[src/rtl/conv_window_seq_pkg.sv]
// Shared definitions for the 3x3 convolution window sequencer and its compute block:
// state encoding, pixel width and int8 saturation.
package conv_window_seq_pkg;
  localparam int PIX_W    = 8;
  localparam int INT8_MAX = 127;
  localparam int INT8_MIN = -128;

  typedef enum logic [2:0] {IDLE, S0, S1, S2, D1, D2, EMIT} state_t;

  function automatic logic signed [PIX_W-1:0] clamp8(input int v);
    if (v > INT8_MAX) return PIX_W'(INT8_MAX);
    if (v < INT8_MIN) return PIX_W'(INT8_MIN);
    return PIX_W'(v);
  endfunction
endpackage

[src/rtl/line_buf.sv]
// Fixed-depth pixel delay line: dout is the sample written DEPTH writes ago.
module line_buf
  import conv_window_seq_pkg::*;
#(
  parameter int DEPTH = 8
) (
  input  logic             clk,
  input  logic             we,
  input  logic [PIX_W-1:0] din,
  output logic [PIX_W-1:0] dout
);
  logic [PIX_W-1:0] sr [DEPTH];

  always_ff @(posedge clk) begin
    if (we) begin
      sr[0] <= din;
      for (int i = 1; i < DEPTH; i++) sr[i] <= sr[i-1];
    end
  end

  assign dout = sr[DEPTH-1];
endmodule

[src/rtl/conv_window_seq.sv]
// Raster-scan 3x3 window former and sequencer driving an external row-wise MAC block;
// accumulates three clamped row partials into one saturated output pixel per window.
module conv_window_seq
  import conv_window_seq_pkg::*;
#(
  parameter int IMG_W = 8,
  parameter int IMG_H = 8
) (
  input  logic                       clk,
  input  logic                       rst,
  input  logic signed [PIX_W-1:0]    pix_in,
  input  logic                       pix_valid,
  output logic                       pix_ready,
  input  logic [9*PIX_W-1:0]         k_in,
  input  logic                       k_wr,
  output logic signed [PIX_W-1:0]    image_data0, image_data1, image_data2,
  output logic signed [PIX_W-1:0]    image_data3, image_data4, image_data5,
  output logic signed [PIX_W-1:0]    image_data6, image_data7, image_data8,
  output logic signed [PIX_W-1:0]    kernel_data0, kernel_data1, kernel_data2,
  output logic signed [PIX_W-1:0]    kernel_data3, kernel_data4, kernel_data5,
  output logic signed [PIX_W-1:0]    kernel_data6, kernel_data7, kernel_data8,
  output logic [1:0]                 select,
  output logic                       add,
  input  logic signed [PIX_W-1:0]    sum_in,
  output logic signed [PIX_W-1:0]    out_pix,
  output logic                       out_valid,
  input  logic                       out_ready,
  output logic                       out_last,
  output state_t                     dbg_state,
  output logic [$clog2(IMG_W)-1:0]   dbg_col,
  output logic [$clog2(IMG_H)-1:0]   dbg_row
);
  localparam int CW = $clog2(IMG_W);
  localparam int RW = $clog2(IMG_H);
  localparam logic [CW-1:0] COL_MAX = CW'(IMG_W - 1);
  localparam logic [RW-1:0] ROW_MAX = RW'(IMG_H - 1);

  state_t                  state;
  logic [CW-1:0]           col;
  logic [RW-1:0]           row;
  logic signed [PIX_W-1:0] win  [9];
  logic signed [PIX_W-1:0] kern [9];
  logic signed [15:0]      acc;
  logic                    win_last;
  logic                    accept;
  logic [PIX_W-1:0]        lb1_out;
  logic [PIX_W-1:0]        lb2_out;

  // Handshakes: a pixel moves when pix_valid and pix_ready are both high at a clock edge
  // (pix_ready is only ever high in IDLE); a result moves when out_valid and out_ready are
  // both high, and out_pix/out_valid/out_last hold until then.
  assign accept = (state == IDLE) && pix_valid && pix_ready;

  line_buf #(.DEPTH(IMG_W)) u_lb1 (.clk(clk), .we(accept), .din(pix_in),  .dout(lb1_out));
  line_buf #(.DEPTH(IMG_W)) u_lb2 (.clk(clk), .we(accept), .din(lb1_out), .dout(lb2_out));

  always_ff @(posedge clk) begin
    if (rst) begin
      state     <= IDLE;
      col       <= '0;
      row       <= '0;
      acc       <= '0;
      out_pix   <= '0;
      out_valid <= 1'b0;
      out_last  <= 1'b0;
      select    <= 2'd0;
      add       <= 1'b0;
      pix_ready <= 1'b0;
      win_last  <= 1'b0;
      for (int i = 0; i < 9; i++) begin
        win[i]  <= '0;
        kern[i] <= '0;
      end
    end else begin
      if (accept) begin
        // Each row shifts left; the new column enters from the two line buffers and pix_in.
        for (int r = 0; r < 3; r++) begin
          win[3*r]   <= win[3*r+1];
          win[3*r+1] <= win[3*r+2];
        end
        win[2] <= lb2_out;
        win[5] <= lb1_out;
        win[8] <= pix_in;
        if (col == COL_MAX) begin
          col <= '0;
          row <= (row == ROW_MAX) ? '0 : row + RW'(1);
        end else begin
          col <= col + CW'(1);
        end
      end

      case (state)
        IDLE: begin
          pix_ready <= 1'b1;
          if (k_wr && col == '0 && row == '0) begin
            for (int n = 0; n < 9; n++) kern[n] <= k_in[8*n +: 8];
          end
          if (accept && row >= RW'(2) && col >= CW'(2)) begin
            state     <= S0;
            pix_ready <= 1'b0;
            acc       <= '0;
            select    <= 2'd0;
            add       <= 1'b0;
            win_last  <= (row == ROW_MAX) && (col == COL_MAX);
          end
        end
        S0: begin
          state  <= S1;
          select <= 2'd1;
          add    <= 1'b1;
        end
        S1: begin
          state  <= S2;
          select <= 2'd2;
          add    <= 1'b1;
        end
        S2: begin
          state  <= D1;
          select <= 2'd0;
          add    <= 1'b1;
          acc    <= acc + 16'(sum_in);
        end
        D1: begin
          state <= D2;
          add   <= 1'b0;
          acc   <= acc + 16'(sum_in);
        end
        D2: begin
          state     <= EMIT;
          acc       <= acc + 16'(sum_in);
          out_pix   <= clamp8(int'(acc) + int'(sum_in));
          out_valid <= 1'b1;
          out_last  <= win_last;
        end
        EMIT: begin
          if (out_ready) begin
            state     <= IDLE;
            out_valid <= 1'b0;
            out_last  <= 1'b0;
            pix_ready <= 1'b1;
          end
        end
        default: state <= IDLE;
      endcase
    end
  end

  assign image_data0 = win[0];
  assign image_data1 = win[1];
  assign image_data2 = win[2];
  assign image_data3 = win[3];
  assign image_data4 = win[4];
  assign image_data5 = win[5];
  assign image_data6 = win[6];
  assign image_data7 = win[7];
  assign image_data8 = win[8];

  assign kernel_data0 = kern[0];
  assign kernel_data1 = kern[1];
  assign kernel_data2 = kern[2];
  assign kernel_data3 = kern[3];
  assign kernel_data4 = kern[4];
  assign kernel_data5 = kern[5];
  assign kernel_data6 = kern[6];
  assign kernel_data7 = kern[7];
  assign kernel_data8 = kern[8];

  assign dbg_state = state;
  assign dbg_col   = col;
  assign dbg_row   = row;
endmodule

[config.mk]
export PLATFORM = sky130hd
export DESIGN_NAME = conv_window_seq
export DESIGN_NICKNAME = d
export VERILOG_FILES = /design/src/rtl/conv_window_seq_pkg.sv /design/src/rtl/line_buf.sv /design/src/rtl/conv_window_seq.sv
export SDC_FILE = /design/constraint.sdc
export NUM_CORES = 1
export LEC_CHECK = 0
export ABC_AREA = 1
export CORE_ASPECT_RATIO = 1.1
export CORE_MARGIN = 4
export CORE_UTILIZATION = 46
export CTS_CLUSTER_DIAMETER = 40
export DETAILED_ROUTE_END_ITERATION = 8
export MAX_ROUTING_LAYER = met4
export PLACE_DENSITY = 0.76
export SETUP_SLACK_MARGIN = 0.15
export SLEW_MARGIN = 20
export SYNTH_ARGS = -nofsm -noshare
export SYNTH_HDL_FRONTEND = slang
export SYNTH_SLANG_ARGS = --single-unit
[constraint.sdc]
create_clock -name clk -period 4.11 [get_ports clk]
set_input_delay 0.822 -clock clk [delete_from_list [all_inputs] [get_ports clk]]
set_output_delay 0.822 -clock clk [all_outputs]
set_load 0.02 [all_outputs]
==> Word level (Yosys, flattened, before mapping) <==
Memories as Yosys holds them, arrays and structs flattened.
Cells that the tools add are included.
{ "totals": {"ff_bits": 40, "latchBits": 0, "ramBits": 272, "rom_bits": 0, "output_inout_bits": 167, "memories": 4} }
{ "memory_table": {"columns": ["name", "depth", "width", "rd", "rd_ports_with_merged_regs", "write_ports", "line", "rtl"], "rows": [
  ["kern", 9, 8, 9, 0, 9, "conv_window_seq.sv:42", "logic signed [PIX_W-1:0] kern [9];"],
  ["win", 9, 8, 9, 0, 9, "conv_window_seq.sv:41", "logic signed [PIX_W-1:0] win [9];"],
  ["u_lb1.sr", 8, 8, 8, 0, 8, "line_buf.sv:12", "logic [PIX_W-1:0] sr [DEPTH];"],
  ["u_lb2.sr", 8, 8, 8, 0, 8, "line_buf.sv:12", null]
]} }
{ "classes": {"addsub": 4, "mul": 0, "div_mod_pow": 0, "order_cmp": 4, "n_eq_ne": 10, "n_shift": 0, "n_mux": 56, "bitwise": 18, "reduce_logical": 25} }
{ "op_table": {"columns": ["operator", "count"], "rows": [
  ["$mux 8", 22],
  ["$pmux 16 s2", 1],
  ["$mux 1", 21],
  ["$pmux 3 s7", 1],
  ["$or 1x1->1", 18],
  ["$add 16x8->17", 1],
  ["$gt 17x8->1 const B", 1],
  ["$lt 17x8->1 const B", 1],
  ["$add 16x8->16", 1],
  ["$mux 16", 1],
  ["$reduce_and 2->1", 8],
  ["$eq 3x3->1 const B", 5],
  ["$mux 3", 4],
  ["$logic_not 3->1", 3],
  ["$pmux 2 s4", 1],
  ["$logic_and 1x1->1", 7],
  ["$add 3x1->3 const B", 2],
  ["$eq 3x2->1 const B", 2],
  ["$ge 3x2->1 const B", 2],
  ["$pmux 1 s2", 3],
  ["$reduce_bool 2->1", 3],
  ["$reduce_or 3->1", 2],
  ["$reduce_bool 4->1", 1],
  ["$eq 3x1->1 const B", 1],
  ["other kinds (5)", 5]
]} }

==> Logic depth before layout (Yosys ltp) <==
Gate-level depths: netlist of the first run.
{ "logic_depth": {"depth_word": 10, "depth_mapped": 16, "depth_no_buf": 16} }

==> Modules after synthesis <==
From an unflattened synthesis of the first run, not the netlist that was laid out.
{ "unflattened": {"hier_cells": 1043, "hier_area_um2": 12234.2} }
{ "by_module_without_submodules": {"columns": ["mod", "n_inst", "cells_each", "area_each_um2", "seq_area_each_um2"], "rows": [
  ["conv_window_seq", 1, 899, 8270.4, 5124.9],
  ["line_buf", 2, 72, 1981.9, 1921.8]
]} }

==> Worst setup path after synthesis of the first run <==
Ideal clock, no wire load.
{ "synth_timing": {"path_type": "input to register", "from": "in pix_valid", "to": "reg acc[10]", "setup_ns": 0.132, "t_arrival_ns": 4.336, "required_ns": 3.978, "slack_ns": -0.358, "cell_stages": 8, "n_path_buf": 1, "cell_sequence": "nand3_1 > inv_1 > nand3_1 > inv_1 > nor2_2 > buf_4 > nand2_1 > a21oi_1"} }
{ "synth_between": {"elab_chain_cells": 6} }
{ "synth_lines": {"columns": ["item", "line", "rtl"], "rows": [
  ["start: declaration", "conv_window_seq.sv:12", "input logic pix_valid,"],
  ["$logic_and 1x1->1 (2 in a row)", "conv_window_seq.sv:52", "assign accept = (state == IDLE) && pix_valid && pix_ready;"],
  ["named net accept", "conv_window_seq.sv:45", "logic accept;"],
  ["$logic_and 1x1->1 (2 in a row)", "conv_window_seq.sv:98", "if (accept && row >= RW'(2) && col >= CW'(2)) begin"],
  ["$ne 2x1->1 (no source line)", null, null],
  ["$reduce_and 2->1 (no source line)", null, null],
  ["end signal: assignment", "conv_window_seq.sv:121", "acc <= acc + 16'(sum_in);"],
  ["end signal: assignment", "conv_window_seq.sv:126", "acc <= acc + 16'(sum_in);"],
  ["end signal: assignment", "conv_window_seq.sv:130", "acc <= acc + 16'(sum_in);"],
  ["end: declaration", "conv_window_seq.sv:43", "logic signed [15:0] acc;"]
]} }
The timed path passes the listed nets, and every way through them passes these cells.
A chain may end at the register's enable or synchronous reset.

==> Worst setup path after layout of the first run <==
{ "layout_timing": {"from": "in sum_in[7]", "to": "reg out_pix[3]"} }
{ "layout_between": {"elab_chain_cells": 8, "word_cells_on_any_way": 13} }
{ "layout_lines": {"columns": ["item", "line", "rtl"], "rows": [
  ["start: declaration", "conv_window_seq.sv:24", "input logic signed [PIX_W-1:0] sum_in,"],
  ["$add 16x8->17 (*)", "conv_window_seq.sv:131", "out_pix <= clamp8(int'(acc) + int'(sum_in));"],
  ["$lt 17x8->1", "conv_window_seq_pkg.sv:12", "if (v < INT8_MIN) return PIX_W'(INT8_MIN);"],
  ["$mux 1 (2 in a row)", "conv_window_seq_pkg.sv:12", null],
  ["$mux 1", "conv_window_seq.sv:92", "case (state)"],
  ["$mux 1", "conv_window_seq.sv:58", "if (rst) begin"],
  ["$mux 8", "conv_window_seq_pkg.sv:13", "return PIX_W'(v);"],
  ["$mux 8 (*)", "conv_window_seq_pkg.sv:12", null],
  ["end signal: assignment", "conv_window_seq.sv:131", null],
  ["end: declaration", "conv_window_seq.sv:25", "output logic signed [PIX_W-1:0] out_pix,"]
]} }
Every way passes the cells marked *; elsewhere a longest branch is shown, timed or not. The select of a mux whose other input is x is not followed.

==> metrics.txt, run 1 <==
status=finished, final reports clean; leading cell types in the layout, fill and taps excluded=272 x edfxtp_1, 259 x clkdlybuf4s50_1, 194 x inv_1; Synth Instances=1022; via total after detailed routing=7940; Setup crit end kind=flip-flop; Startpoint Class=primary input; number of antenna violations at the first check in global routing=0; CP Data Required Time=approximately 4.5 ns; Synth Flop Type=edfxtp_1; sequential area share after synthesis=0.737; count of pins over their slew limit=0; Std-Cell Rows=between 60 and 70; Routed WL=26300 um; Routed WL per cell=~16 um; H-tree levels=2; Clock Skew=about 0.012 ns; final instance area=16600 um2; max_cap viols=0; R2R Path Start=acc[0]$_SDFFE_PP0P_; residual DRC count=0; P&R area growth vs syn=36.2%; number of port buffers=around 260; Max stage delay on crit path=0.62 ns; Adder-Cell Fraction of Synth Area=0.0253; mux cell area share after synthesis=0; setup TNS=0 ns; clock root cell=clkbuf_16; Post-CTS Setup Inserts=0; Floorplan Core Area=approximately 26000 um2; Starting Density=0.467; Compound-Gate Fraction of Synth Area=0.0308; commonest non-fill, non-tap cell in the layout=edfxtp_1; Worst Hold Endpoint=u_lb1.sr[1][31]$_DFFE_PP_; drt pass-1 iters=6; Final setup viols=0; Lkg Pwr=roughly 7 nW; # IOs=260; Synth Net Count=roughly 1100; first-pass GRT wire length=about 40000 um; worst-path cell chain=clkdlybuf4s50_1 -> ha_1 -> a21oi_1 -> nand2_1 -> a21oi_1 -> nand3_1 -> nand2_1 -> nand2_1 -> nor2_1 -> nand2_1 -> a21oi_4 -> a21oi_1; Worst Hold Launch=u_lb1.sr[1][23]$_DFFE_PP_; DP HPWL=about 18000 um; RSZ-0062 raised after global routing=no; CTS Buf Count=37; largest net degree at the start of global routing=roughly 130; worst vdd ir=0.000413 V; Die Wd=around 160 um; Hold Path Stages=0; Post-Syn Area=12200 um2; Synth Area in Simple Gates=0.136; Buf+Inv Stages, Crit Path=1; CP dominant cell by count=nand2_1; DRT antenna net count=0; asr flop ratio synth=0; period utilisation layout=0.732; Setup CP Type=in -> reg; Peak Freq=between 0.3 and 0.4 GHz; Post-synth EDFFs=272; clock tree sinks=roughly 310; Clock transition at path regs=0.06 ns; vias per std cell=4.71; Power Dens Cells=523 nW/um2; CTS Buffer Depth=3; CTS hold repair buffers=0; Fin. Hold Viols=0; crit path DAT=~3.4 ns; CTS tree=built; Slew HR=0.513; critical path's top delay family=compound AO/OA/AOI/OAI gates; worst min path class=reg -> reg; synthesized-area fraction occupied by xor and xnor cells=0.00360; clock latency on the worst-skew pair=0.50 ns; Min Clock Period, post-route=between 3 and 4 ns; n_diodes=0; Worst Path Max Fanout=9; Worst Tran Pin Value=around 0.73 ns; main combinational cell family by area after synthesis=simple AND/OR/NAND/NOR gates; Placed Area=~15000 um2; Synth cell types=33; slowest CP cell=clkdlybuf4s50_1; Warnings, synthesis=0; total congestion overflow=0; die footprint=29100 um2; Total Power=approximately 0.0087 W; cts repair resizes=0; nets@finish=1423; number of global-route vias before repair=between 7000 and 8000; die height=between 150 and 200 um; GPL Wtd Cong=roughly 0.97; setup slack, reg-to-reg=between 1.5 and 2 ns; 1st-iter DRT viols=625; reg2reg end=out_pix[3]$_SDFFE_PP0P_; share of cells above drive strength 1=0.0802; Synth Register Bits=around 310; Overall Global Routing Usage=0.180; Avg Cell Area, Syn=around 12 um2; reg2reg path depth=14
## worst max path at each step
| stage | start | to | slack [ns] | depth (start not counted) |
|---|---|---|---|---|
| after floorplan | pix_valid | acc[1]$_SDFFE_PP0P_ | 0.43 | 8 |
| after global placement | sum_in[7] | out_pix[3]$_SDFFE_PP0P_ | 0.73 | 14 |
| after detailed placement | sum_in[7] | out_pix[4]$_SDFFE_PP0P_ | 0.64 | 12 |
| after CTS | sum_in[7] | out_pix[6]$_SDFFE_PP0P_ | 1.17 | 12 |
| after global routing | sum_in[7] | out_pix[6]$_SDFFE_PP0P_ | 0.91 | 14 |
| final | sum_in[7] | out_pix[3]$_SDFFE_PP0P_ | 1.10 | 12 |
## layout make-up
cell class / instances / area (um2)
Timing Repair Buffer: 265 / 2700
Inverter: 199 / 751
Multi-Input combinational cell: 491 / 2390
Clock buffer: 40 / 958
Sequential cell: 312 / 8970
Tap cell: 352 / 440
Fill cell: 1922 / 9490
Clock inverter: 27 / 369
## cells in the mapped netlist, drive strengths merged, types with 2 or more instances
library cell  number  share of area
a21oi             45          0.021
and2               2         0.0010
clkbuf            19         0.0059
dfxtp             40          0.066
edfxtp           272           0.67
ha                23          0.024
inv              198          0.061
nand2            168          0.056
nand3             34          0.015
nand4              4         0.0021
nor2             182          0.058
nor3               4         0.0021
o21ai             16         0.0066
or2                2         0.0010
xor2               5         0.0036
## flip-flops by register name (all words and copies together), names as in the netlist
register,count
u_lb1.sr,64
acc,16
dbg_row,3
dbg_col,3
u_lb2.sr,64
win,72
win_last,1
out_valid,1
out_pix,8
pix_ready,1
kern,72
add,1
select,2
dbg_state,3
out_last,1
## routing by layer
metal / vias to the layer above / track usage / wire [um]
met5: - / - / 0
met4: 0 / 0.0657 / 820
met3: 71 / 0.0441 / 1900
met2: 287 / 0.301 / 13500
met1: 3697 / 0.213 / 10000
li1: 3885 / - / -
## worst register-to-register path, delay by kind of cell (launching register included)
kind	cells	cell delay [ns]
AND/OR/NAND/NOR	10	1.00
adder cells (fa/ha/maj)	2	0.68
AO/OA/AOI/OAI	2	0.33
flip-flops	1	0.32
## cells by family after synthesis
logic type | Yosys count
flip-flops | 312
XOR/XNOR | 5
AO/OA/AOI/OAI | 64
adder cells (fa/ha/maj) | 24
buffers and inverters | 219
AND/OR/NAND/NOR | 398
## power by group
group	leakage, nW	internal [W]	switching [W]
Sequential	3.06	0.00388	0.000115
Clock	0.653	0.00212	0.00133
Combinational	3.09	0.000507	0.000722
Total	6.80	0.00651	0.00217
## metrics by stage
step           hold WS [ns]  worst slack, ns  instances   util
2_1_floorplan         0.400            0.430       1022      -
3_3_place_gp          0.400            0.735       1619  0.585
3_5_place_dp          0.405            0.641       1619  0.585
4_1_cts               0.405             1.17       1686  0.636
5_1_grt               0.409            0.908       1686  0.636
6_report              0.407             1.10       1686  0.636
No activity file was read; power rests on OpenSTA's default activity.
==> run 2: changes to the inputs <==
==> constraint.sdc (replaced) <==
create_clock -name clk -period 2.7 [get_ports clk]
set_input_delay 0.54 -clock clk [delete_from_list [all_inputs] [get_ports clk]]
set_output_delay 0.54 -clock clk [all_outputs]
set_load 0.02 [all_outputs]
==> run 2 against run 1 <==
Via count grew 0.40%. Setup slack lost 0.79 ns. Critical path depth grew 2. Clock skew grew 0.0016 ns.
==> metrics.txt, run 2 (synthesis results as in run 1) <==
Std-Cell Rows=62 (unchanged); via total after detailed routing=7972 (+0.40%); Top Registers=kern: 72 flops, win: 72 flops; leading cell types in the layout, fill and taps excluded=272 x edfxtp_1, 257 x clkdlybuf4s50_1, 193 x inv_1; CTS Buffer Depth=3 (unchanged); number of antenna violations at the first check in global routing=0 (unchanged); critical path's top delay family=simple AND/OR/NAND/NOR gates; Fin. Hold Viols=0 (unchanged); vias per std cell=4.59 (-2.4%); Placed Area=15600 um2 (+2.5%); Routed WL=26600 um (+1.1%); period utilisation layout=0.883; CTS Buf Count=37 (unchanged); first-pass GRT wire length=40500 um (+0.41%); number of port buffers=259 (unchanged); met2 wire length=13300 um (-1.6%); residual DRC count=0 (unchanged); Worst Tran Pin Value=0.525 ns (-0.204 ns); max_cap viols=0 (unchanged); Power Dens Cells=768 nW/um2 (+47%); number of global-route vias before repair=7893 (+1.0%); clock root cell=clkbuf_16; count of pins over their slew limit=0 (unchanged); clock latency on the worst-skew pair=0.52 ns (+0.02 ns); Die Wd=163 um (unchanged); dpl cells=1666 (+2.9%); Final setup viols=0 (unchanged); worst vdd ir=0.000681 V (+65%); worst min path class=reg -> reg; setup TNS=0 ns (unchanged); Clock transition at path regs=0.06 ns (about the same); largest net degree at the start of global routing=79 (-39%); Clock Skew=0.0140 ns (+0.00159 ns); Overall Global Routing Usage=0.181 (+0.000562); Floorplan Core Area=26100 um2 (unchanged); H-tree levels=2 (unchanged); CP Data Required Time=3.09 ns (-1.40 ns); RSZ-0062 raised after global routing=no; drt pass-1 iters=6 (unchanged); wire length on met3=1790 um (-5.7%); total congestion overflow=0 (unchanged); Peak Freq=about 0.42 GHz; die footprint=29100 um2 (unchanged); share of cells above drive strength 1=0.131 (+0.0507); nets@finish=1471 (+3.4%); setup ws final=0.315 ns (-0.786 ns); non-filler cells, final=1735 (+2.9%); 1st-iter DRT viols=593 (-5.1%); commonest non-fill, non-tap cell in the layout=edfxtp_1; pre-CTS setup slack=-0.284 ns (-0.924 ns); Post-CTS Setup Inserts=0 (unchanged); Setup CP Type=in -> reg; crit path DAT=2.78 ns (-0.61 ns); Routed WL per cell=15.3 um (-1.7%); cts repair resizes=0 (unchanged); Max stage delay on crit path=0.49 ns (-0.13 ns); Worst Path Max Fanout=7 (-2); Slew HR=0.646 (+0.133); slowest CP cell=clkdlybuf4s50_1; Starting Density=0.467 (unchanged); P&R area growth vs syn=40.2%; M1 WL=10600 um (+5.8%); status=finished, final reports clean; worst-path cell chain=clkdlybuf4s50_1 -> ha_2 -> nand2_1 -> nand2_2 -> a21oi_2 -> nor2_1 -> nor2_2 -> nand2_2 -> nand2_1 -> nand2_1 -> nor2_1 -> nand2_1 -> a21oi_4 -> a21oi_1; DRT antenna net count=0 (unchanged); CTS tree=built; # IOs=260 (unchanged); Buf+Inv Stages, Crit Path=1 (unchanged); GPL Wtd Cong=0.881 (-8.8%); Setup crit end kind=flip-flop; CTS hold repair buffers=0 (unchanged); Startpoint Class=primary input; Top Layer Used=met4; Lkg Pwr=7.02 nW (+3.2%); clock tree sinks=312 (unchanged); Min Clock Period, post-route=roughly 2.4 ns; hold slack=0.412 ns (+0.00481 ns); n_diodes=0 (unchanged); final instance area=17100 um2 (+2.9%); die height=179 um (unchanged); DP HPWL=18500 um (+2.4%); CP dominant cell by count=nand2_1
## run 2: report_power, final
group,internal [W],switching [W],total (W)
clock network,0.00315,0.00194,0.00509
logic,0.000834,0.00111,0.00195
registers,0.00590,0.000170,0.00607
## run 2: cell type report
class	count	area (um2)
fillers	1932	9000
flip-flops and latches	312	8980
repair buffers	313	3080
multi-input cells	491	2540
clock buffers	42	945
inverters	199	751
well taps	352	440
clock inverters	26	333
## run 2: final timing paths
| check | startpoint | endpoint | slack [ns] | cells past startpoint |
|---|---|---|---|---|
| worst max-delay path | sum_in[6] | out_pix[1]$_SDFFE_PP0P_ | 0.31 | 14 |
| worst min-delay path | u_lb1.sr[0][10]$_DFFE_PP_ | u_lb1.sr[0][18]$_DFFE_PP_ | 0.41 | 0 |
| worst max register to register | acc[2]$_SDFFE_PP0P_ | out_pix[1]$_SDFFE_PP0P_ | 0.43 | 14 |
| worst min register to register | u_lb1.sr[0][10]$_DFFE_PP_ | u_lb1.sr[0][18]$_DFFE_PP_ | 0.41 | 0 |
## run 2: through the flow
step           utilization  total power (W)
6_report             0.655           0.0131
5_1_grt              0.655           0.0136
4_1_cts              0.649           0.0132
3_5_place_dp         0.600          0.00812
3_3_place_gp         0.600          0.00807
2_1_floorplan            -          0.00707
## run 2: metal layers
| layer | GRT usage | vias up |
|---|---|---|
| li1 | - | 3974 |
| met1 | 0.220 | 3696 |
| met5 | - | - |
| met4 | 0.0643 | 0 |
| met2 | 0.297 | 236 |
| met3 | 0.0418 | 66 |
